## src/rtl/booth_seq_multiplier.sv

```systemverilog
`default_nettype none
// ============================================================================
// Module   : booth_seq_multiplier
// Brief    : Iterative radix-4 Booth multiplier, one digit per clock, full
//            2*WIDTH-bit product, signed/unsigned per operation.
//            Optional macro BOOTH_EARLY_EXIT_EN ends CALC once all remaining
//            digits are zero.
// Revision : 1.0 - initial release
// ============================================================================
module booth_seq_multiplier #(
  parameter int WIDTH = 8
) (
  input  logic               clk,
  input  logic               rst,
  input  logic               in_valid,
  output logic               in_ready,
  input  logic [WIDTH-1:0]   x,
  input  logic [WIDTH-1:0]   y,
  input  logic               signed_mode,
  output logic               out_valid,
  input  logic               out_ready,
  output logic [2*WIDTH-1:0] product
);

  localparam int c_digits = WIDTH / 2 + 1;
  localparam int c_ext_w  = WIDTH + 2;
  localparam int c_acc_w  = 2 * WIDTH + 4;
  localparam int c_cnt_w  = $clog2(c_digits + 1);
  localparam logic [c_cnt_w-1:0] c_last    = c_cnt_w'(c_digits - 1);
  localparam logic [c_cnt_w-1:0] c_cnt_one = c_cnt_w'(1);

  typedef enum logic [1:0] {
    S_IDLE = 2'd0,
    S_CALC = 2'd1,
    S_DONE = 2'd2
  } state_t;

  state_t r_state, w_state_next;

  logic [c_ext_w-1:0]   r_x_ext;
  logic [c_ext_w:0]     r_y_sh;
  logic [c_acc_w-1:0]   r_acc;
  logic [c_cnt_w-1:0]   r_cnt;
  logic [2*WIDTH-1:0]   r_product;

  logic                 w_accept;
  logic                 w_calc_last;
  logic [c_ext_w-1:0]   w_x_ext_in;
  logic [c_ext_w-1:0]   w_y_ext_in;
  logic [c_ext_w:0]     w_y_next;
  logic [2:0]           w_bits;
  logic                 w_neg, w_one, w_two;
  logic [c_acc_w-1:0]   w_x_acc, w_mag, w_pp, w_pp_al, w_acc_next;

  // Two extra bits make unsigned operands look like positive signed ones
  assign w_x_ext_in = {{2{signed_mode & x[WIDTH-1]}}, x};
  assign w_y_ext_in = {{2{signed_mode & y[WIDTH-1]}}, y};

  assign w_y_next = {{2{r_y_sh[c_ext_w]}}, r_y_sh[c_ext_w:2]};
  assign w_bits   = r_y_sh[2:0];
  assign w_neg    = w_bits[2] & ~(w_bits[1] & w_bits[0]);
  assign w_one    = w_bits[1] ^ w_bits[0];
  assign w_two    = (w_bits[2] ^ w_bits[1]) & ~(w_bits[1] ^ w_bits[0]);
  assign w_x_acc  = {{(c_acc_w - c_ext_w){r_x_ext[c_ext_w-1]}}, r_x_ext};

  always_comb begin
    w_mag = '0;
    if (w_one)
      w_mag = w_x_acc;
    else if (w_two)
      w_mag = w_x_acc << 1;
    w_pp = w_neg ? -w_mag : w_mag;
  end

  assign w_pp_al    = w_pp << {r_cnt, 1'b0};
  assign w_acc_next = r_acc + w_pp_al;

`ifdef BOOTH_EARLY_EXIT_EN
  // Uniform remaining bits (overlap included) decode to all-zero digits
  assign w_calc_last = (r_cnt == c_last) || (&w_y_next) || ~(|w_y_next);
`else
  assign w_calc_last = (r_cnt == c_last);
`endif

  assign w_accept = in_valid && in_ready;

  always_ff @(posedge clk) begin
    if (rst)
      r_state <= S_IDLE;
    else
      r_state <= w_state_next;
  end

  always_comb begin
    w_state_next = r_state;
    in_ready     = 1'b0;
    out_valid    = 1'b0;
    unique case (r_state)
      S_IDLE: begin
        in_ready = 1'b1;
        if (in_valid)
          w_state_next = S_CALC;
      end
      S_CALC: begin
        if (w_calc_last)
          w_state_next = S_DONE;
      end
      S_DONE: begin
        out_valid = 1'b1;
        in_ready  = out_ready;
        if (out_ready)
          w_state_next = in_valid ? S_CALC : S_IDLE;
      end
      default: w_state_next = S_IDLE;
    endcase
  end

  always_ff @(posedge clk) begin
    if (rst) begin
      r_x_ext   <= '0;
      r_y_sh    <= '0;
      r_acc     <= '0;
      r_cnt     <= '0;
      r_product <= '0;
    end else if (w_accept) begin
      r_x_ext <= w_x_ext_in;
      r_y_sh  <= {w_y_ext_in, 1'b0};
      r_acc   <= '0;
      r_cnt   <= '0;
    end else if (r_state == S_CALC) begin
      r_acc  <= w_acc_next;
      r_y_sh <= w_y_next;
      r_cnt  <= r_cnt + c_cnt_one;
      if (w_calc_last)
        r_product <= w_acc_next[2*WIDTH-1:0];
    end
  end

  assign product = r_product;

endmodule
`default_nettype wire
```

## config.mk

```make
export PLATFORM = sky130hd
export DESIGN_NAME = booth_seq_multiplier
export DESIGN_NICKNAME = d
export VERILOG_FILES = /design/src/rtl/booth_seq_multiplier.sv
export SDC_FILE = /design/constraint.sdc
export NUM_CORES = 1
export LEC_CHECK = 0
export BUFFER_PORTS_ARGS = -buffer_cell sky130_fd_sc_hd__buf_2
export CAP_MARGIN = 20
export CORE_ASPECT_RATIO = 1.75
export CORE_MARGIN = 2
export CORE_UTILIZATION = 40
export DETAILED_ROUTE_END_ITERATION = 10
export GPL_ROUTABILITY_DRIVEN = 0
export GPL_TIMING_DRIVEN = 0
export PLACE_DENSITY = 0.56
export SYNTH_ARGS = -nofsm -noshare
export SYNTH_HDL_FRONTEND = slang
export SYNTH_SLANG_ARGS = --single-unit
```

## constraint.sdc

```tcl
create_clock -name clk -period 4.7 [get_ports clk]
set_input_delay 0.705 -clock clk [delete_from_list [all_inputs] [get_ports clk]]
set_output_delay 0.705 -clock clk [all_outputs]
set_load 0.03 [all_outputs]
```

==> Implementation_results.wiki <==
{| class="wikitable"
! Metric !! Value
|-
| Final hold violations || 0
|-
| Antenna violations before repair || 0
|-
| Site Rows || 46
|-
| Count of boundary I/O pins || 39
|-
| Final critical path time including I/O delays and setup || 4.492 ns
|-
| Mapped Area || 3764 um^2
|-
| Post-Synth Adder-Cell Area || 6.848%
|-
| Fraction of synthesized area in multiplexers || 3.524%
|-
| Largest clock skew in the final design || 0.006388 ns
|-
| Predominant post-synthesis flop cell || sky130_fd_sc_hd__dfxtp_1
|-
| First-pass iteration count of the detailed router || 5
|-
| Number of flops mapped to enable cells by yosys || 0
|-
| Transition time at the pin with the least slew margin || 0.7926 ns
|-
| Launch point of the worst hold path || product[5]
|-
| Library cell contributing the largest single delay on the critical path || sky130_fd_sc_hd__xnor2_1
|-
| Hold_buf cts || 0
|-
| Largest incremental delay on the critical path || 0.69 ns
|-
| Post-DR vias/cell || 5.749
|-
| CTS Root Buffer Type || sky130_fd_sc_hd__clkbuf_16
|-
| Count of state elements after synthesis || 57
|-
| Initial cell density of the core || 41.39%
|-
| Largest area contributor in the netlist || sky130_fd_sc_hd__dfxtp_1
|-
| Clock insertion delay at the later pin of the skew report || 0.33 ns
|-
| Maximum number of pins on one net before global-route repair || 13
|-
| Synthesized-area fraction occupied by xor and xnor cells || 5.552%
|-
| Violation count after the first detailed-routing iteration || 231
|-
| Number of port buffers || 38
|-
| Number of unique standard cell types used by synthesis || 61
|-
| Highest-count cells in the layout ignoring fill and taps || 85 x sky130_fd_sc_hd__nand2_1, 58 x sky130_fd_sc_hd__a21oi_1, 56 x sky130_fd_sc_hd__dfxtp_1, 50 x sky130_fd_sc_hd__nor2_1, 40 x sky130_fd_sc_hd__buf_2
|-
| Post-synthesis compound-gate area fraction || 26.50%
|-
| Gate Count Post-Synth || 499
|-
| End of the worst register-to-register path || r_acc[15]
|-
| CP Cell Sequence || xnor2_1 -> a22oi_1 -> nor4b_2 -> a31oi_1 -> xnor2_2 -> a211oi_2 -> o32ai_2 -> ha_1 -> o211ai_1 -> a22oi_1 -> a21oi_2 -> buf_4 -> o211ai_1 -> nand2_1 -> or4_1 -> nand3_1
|-
| Ranking of synthesized cells by area || sky130_fd_sc_hd__dfxtp_1 30%, sky130_fd_sc_hd__nand2_1 8.5%, sky130_fd_sc_hd__a21oi_1 7.8%
|-
| Internal reg-to-reg setup slack || 0.21 ns
|-
| HPWL reported at the end of detailed placement || 9.139 mm
|-
| Clock slew at reported path FFs || around 0.06 ns
|-
| Reg-to-Reg Start || r_y_sh[2]
|-
| Wire length after detailed routing || 11.98 mm
|-
| Post-synthesis share of cell area spent on and, or, nand and nor gates || 23.01%
|-
| Remaining global-route overflow || 0
|-
| TritonCTS clock tree || yes
|-
| Highest Clock Rate || 222.6 MHz
|-
| Power density normalized to cell area || ~330 nW/um^2
|-
| Post-layout power || 1.504 mW
|-
| Number of buffers and inverters on the critical path || 1
|-
| Largest delay contributor family on the critical path || compound AO/OA/AOI/OAI gates
|-
| Arr. time, crit path || ~4.8 ns
|-
| Fraction of post-synthesis cell area in the top cell type by area || ~30%
|-
| Count of unresolved DRC violations after routing || 0
|-
| Cell Area, Placed || 4104 um^2
|-
| Count of nets after finishing || between 600 and 700
|-
| Average wire length per cell after detail routing || between 15 and 20 um
|-
| Register area share after synthesis || 30.32%
|-
| Required arrival time at the worst endpoint || roughly 5.0 ns
|-
| Combinational family with the most area after synthesis || compound AO/OA/AOI/OAI gates
|-
| FF-to-FF path depth || 16
|-
| Die Footprint || slightly above 10000 um^2
|-
| Mean Syn Cell Area || 7.542 um^2
|-
| Hold endpoint || product[5]
|-
| Number of clock buffers inserted by TritonCTS || 9
|-
| Crit path capture type || flip-flop
|-
| Number of global-route vias before repair || 3810
|-
| Area of all placed cells without fillers || 4622 um^2
|-
| Post-synth net total || 540
|-
| Element type at the critical path start || flip-flop
|-
| Layout cell share with drive strength beyond 1 || between 10% and 20%
|-
| Critical path class || flip-flop to flip-flop
|-
| Wire length of the first global-routing pass || approximately 19 mm
|-
| Count of cells along the worst hold path || 2
|-
| MaxCap Viol Count || 0
|-
| H-tree depth reported by CTS || 3
|-
| Width of the chip || roughly 77 um
|-
| Largest vdd supply drop || between 0.2 and 0.25 mV
|-
| Total global routing track utilization || 23.90%
|-
| Most common cell after layout, fill and taps aside || sky130_fd_sc_hd__nand2_1
|-
| Static Leak || 1.838 nW
|-
| Crit share post-route || 95.57%
|-
| Final ANT Viol Nets || 0
|-
| Synth warn || 0
|-
| Outcome || finished, final reports clean
|-
| Longest Clk Path Bufs || 2
|-
| Critical path peak fanout || 7
|-
| Number of vias after detailed routing || 3938
|-
| Final slew viol count || 0
|-
| N_diodes || 0
|-
| Final setup violation count || 0
|-
| Area growth, synth to finish || 22.81%
|-
| Total number of clock tree sinks || 57
|-
| HP Class || flip-flop to flip-flop
|-
| Die Span Y || 132.3 um
|-
| FFs w/ async S/R, synth || 0%
|-
| Core ar. || between 9000 and 10000 um^2
|-
| Max_slew headroom || 46.78%
|}
-- sequential cells by signal, summed over array words and instances, names as in the netlist --
register  flops
product      16
r_y_sh       11
r_acc        16
r_cnt         3
r_x_ext       9
r_state       2
-- cell type report --
class / count / area, um^2
flip-flops and latches: 57 / 1145
plain buffers: 27 / 111.4
fillers: 963 / 4472
clock inverters: 7 / 102.6
repair buffers: 51 / 287.8
clock buffers: 9 / 225.2
multi-input cells: 403 / 2559
well taps: 120 / 150.1
inverters: 11 / 41.29
-- timing repair --
action / CTS / global route
resized for setup: 10 / 9
setup buffers: 4 / 9
setup endpoints to repair: 16 / 16
cloned: 0 / 0
pin swaps: 6 / 12
-- layer usage --
| metal | up-vias | share of wire (%) | routed length (um) | GRT usage [%] |
|---|---|---|---|---|
| met3 | 41 | 3.7 | 439 | 5.068 |
| met4 | 0 | 5.1 | 615 | 13.69 |
| li1 | 1916 | - | - | - |
| met1 | 1860 | 37 | 4392 | 23.84 |
| met5 | - | 0 | 0 | 0 |
| met2 | 121 | 55 | 6535 | 44.54 |
-- kinds of logic (layout without fill, tap and decap cells) --
group | after synthesis | after routing
AOI/OAI and AO/OA | 154 | 154
xor gates and xnor gates | 23 | 23
adders and majority gates | 20 | 20
buffers and inverters | 39 | 105
DFF | 57 | 57
muxes | 13 | 13
and+or+nand+nor | 193 | 193
-- cell usage after synthesis, types with 3 or more instances --
master                     number
sky130_fd_sc_hd__dfxtp_1       57
sky130_fd_sc_hd__a21o_1         4
sky130_fd_sc_hd__a31oi_1        5
sky130_fd_sc_hd__nor3_1         7
sky130_fd_sc_hd__a211oi_1      11
sky130_fd_sc_hd__a21oi_1       59
sky130_fd_sc_hd__o31ai_1        6
sky130_fd_sc_hd__o211ai_1       8
sky130_fd_sc_hd__clkbuf_1      22
sky130_fd_sc_hd__ha_1          19
sky130_fd_sc_hd__and2_1         8
sky130_fd_sc_hd__xor2_1        10
sky130_fd_sc_hd__xnor2_1       12
sky130_fd_sc_hd__mux2i_1       11
sky130_fd_sc_hd__nand3_1       12
sky130_fd_sc_hd__o21a_1         4
sky130_fd_sc_hd__a22oi_1        9
sky130_fd_sc_hd__inv_1          9
sky130_fd_sc_hd__nand2b_1       7
sky130_fd_sc_hd__nand2_1       85
sky130_fd_sc_hd__or3_1          3
sky130_fd_sc_hd__o21bai_1       3
sky130_fd_sc_hd__o21ai_0       19
sky130_fd_sc_hd__nor2_1        50
sky130_fd_sc_hd__nor2b_1        5
-- stage by stage --
stage / setup TNS [ns] / cells / setup WS, ns / hold WS, ns / util, %
floorplan: 0 / 499 / 0.4961 / 0.4362 / -
global placement: -5.602 / 657 / -0.6234 / 0.4444 / 45.13
detailed placement: -5.782 / 657 / -0.6634 / 0.4459 / 45.13
CTS: 0 / 677 / 0.002512 / 0.4535 / 49.57
global route: -0.04765 / 685 / -0.04765 / 0.4700 / 50.83
finish: 0 / 685 / 0.2084 / 0.4502 / 50.83
-- worst reg2reg max path, cell delays in order, from the launching register on --
cell,delay [ns]
sky130_fd_sc_hd__dfxtp_1,0.41
sky130_fd_sc_hd__xnor2_1,0.69
sky130_fd_sc_hd__a22oi_1,0.26
sky130_fd_sc_hd__nor4b_2,0.35
sky130_fd_sc_hd__a31oi_1,0.19
sky130_fd_sc_hd__xnor2_2,0.20
sky130_fd_sc_hd__a211oi_2,0.23
sky130_fd_sc_hd__o32ai_2,0.12
sky130_fd_sc_hd__ha_1,0.38
sky130_fd_sc_hd__o211ai_1,0.14
sky130_fd_sc_hd__a22oi_1,0.24
sky130_fd_sc_hd__a21oi_2,0.09
sky130_fd_sc_hd__buf_4,0.15
sky130_fd_sc_hd__o211ai_1,0.27
sky130_fd_sc_hd__nand2_1,0.13
sky130_fd_sc_hd__or4_1,0.49
sky130_fd_sc_hd__nand3_1,0.08
-- power by group --
group	leakage, nW	total, mW	internal [mW]	switching, mW
registers	0.463	0.516	0.499	0.0176
logic	1.22	0.269	0.100	0.169
clock network	0.156	0.719	0.468	0.251
total	1.84	1.50	1.07	0.437
-- worst max-delay path by stage --
stage | start | end | depth (start not counted)
after floorplan | r_y_sh[1] | r_acc[14] | 20
after global placement | r_y_sh[1] | product[11] | 19
after detailed placement | r_y_sh[1] | r_acc[11] | 19
after CTS | r_y_sh[1] | product[13] | 20
after global routing | r_y_sh[2] | r_acc[15] | 16
final | r_y_sh[2] | r_acc[15] | 16
Power figures use the tool's default switching activity.
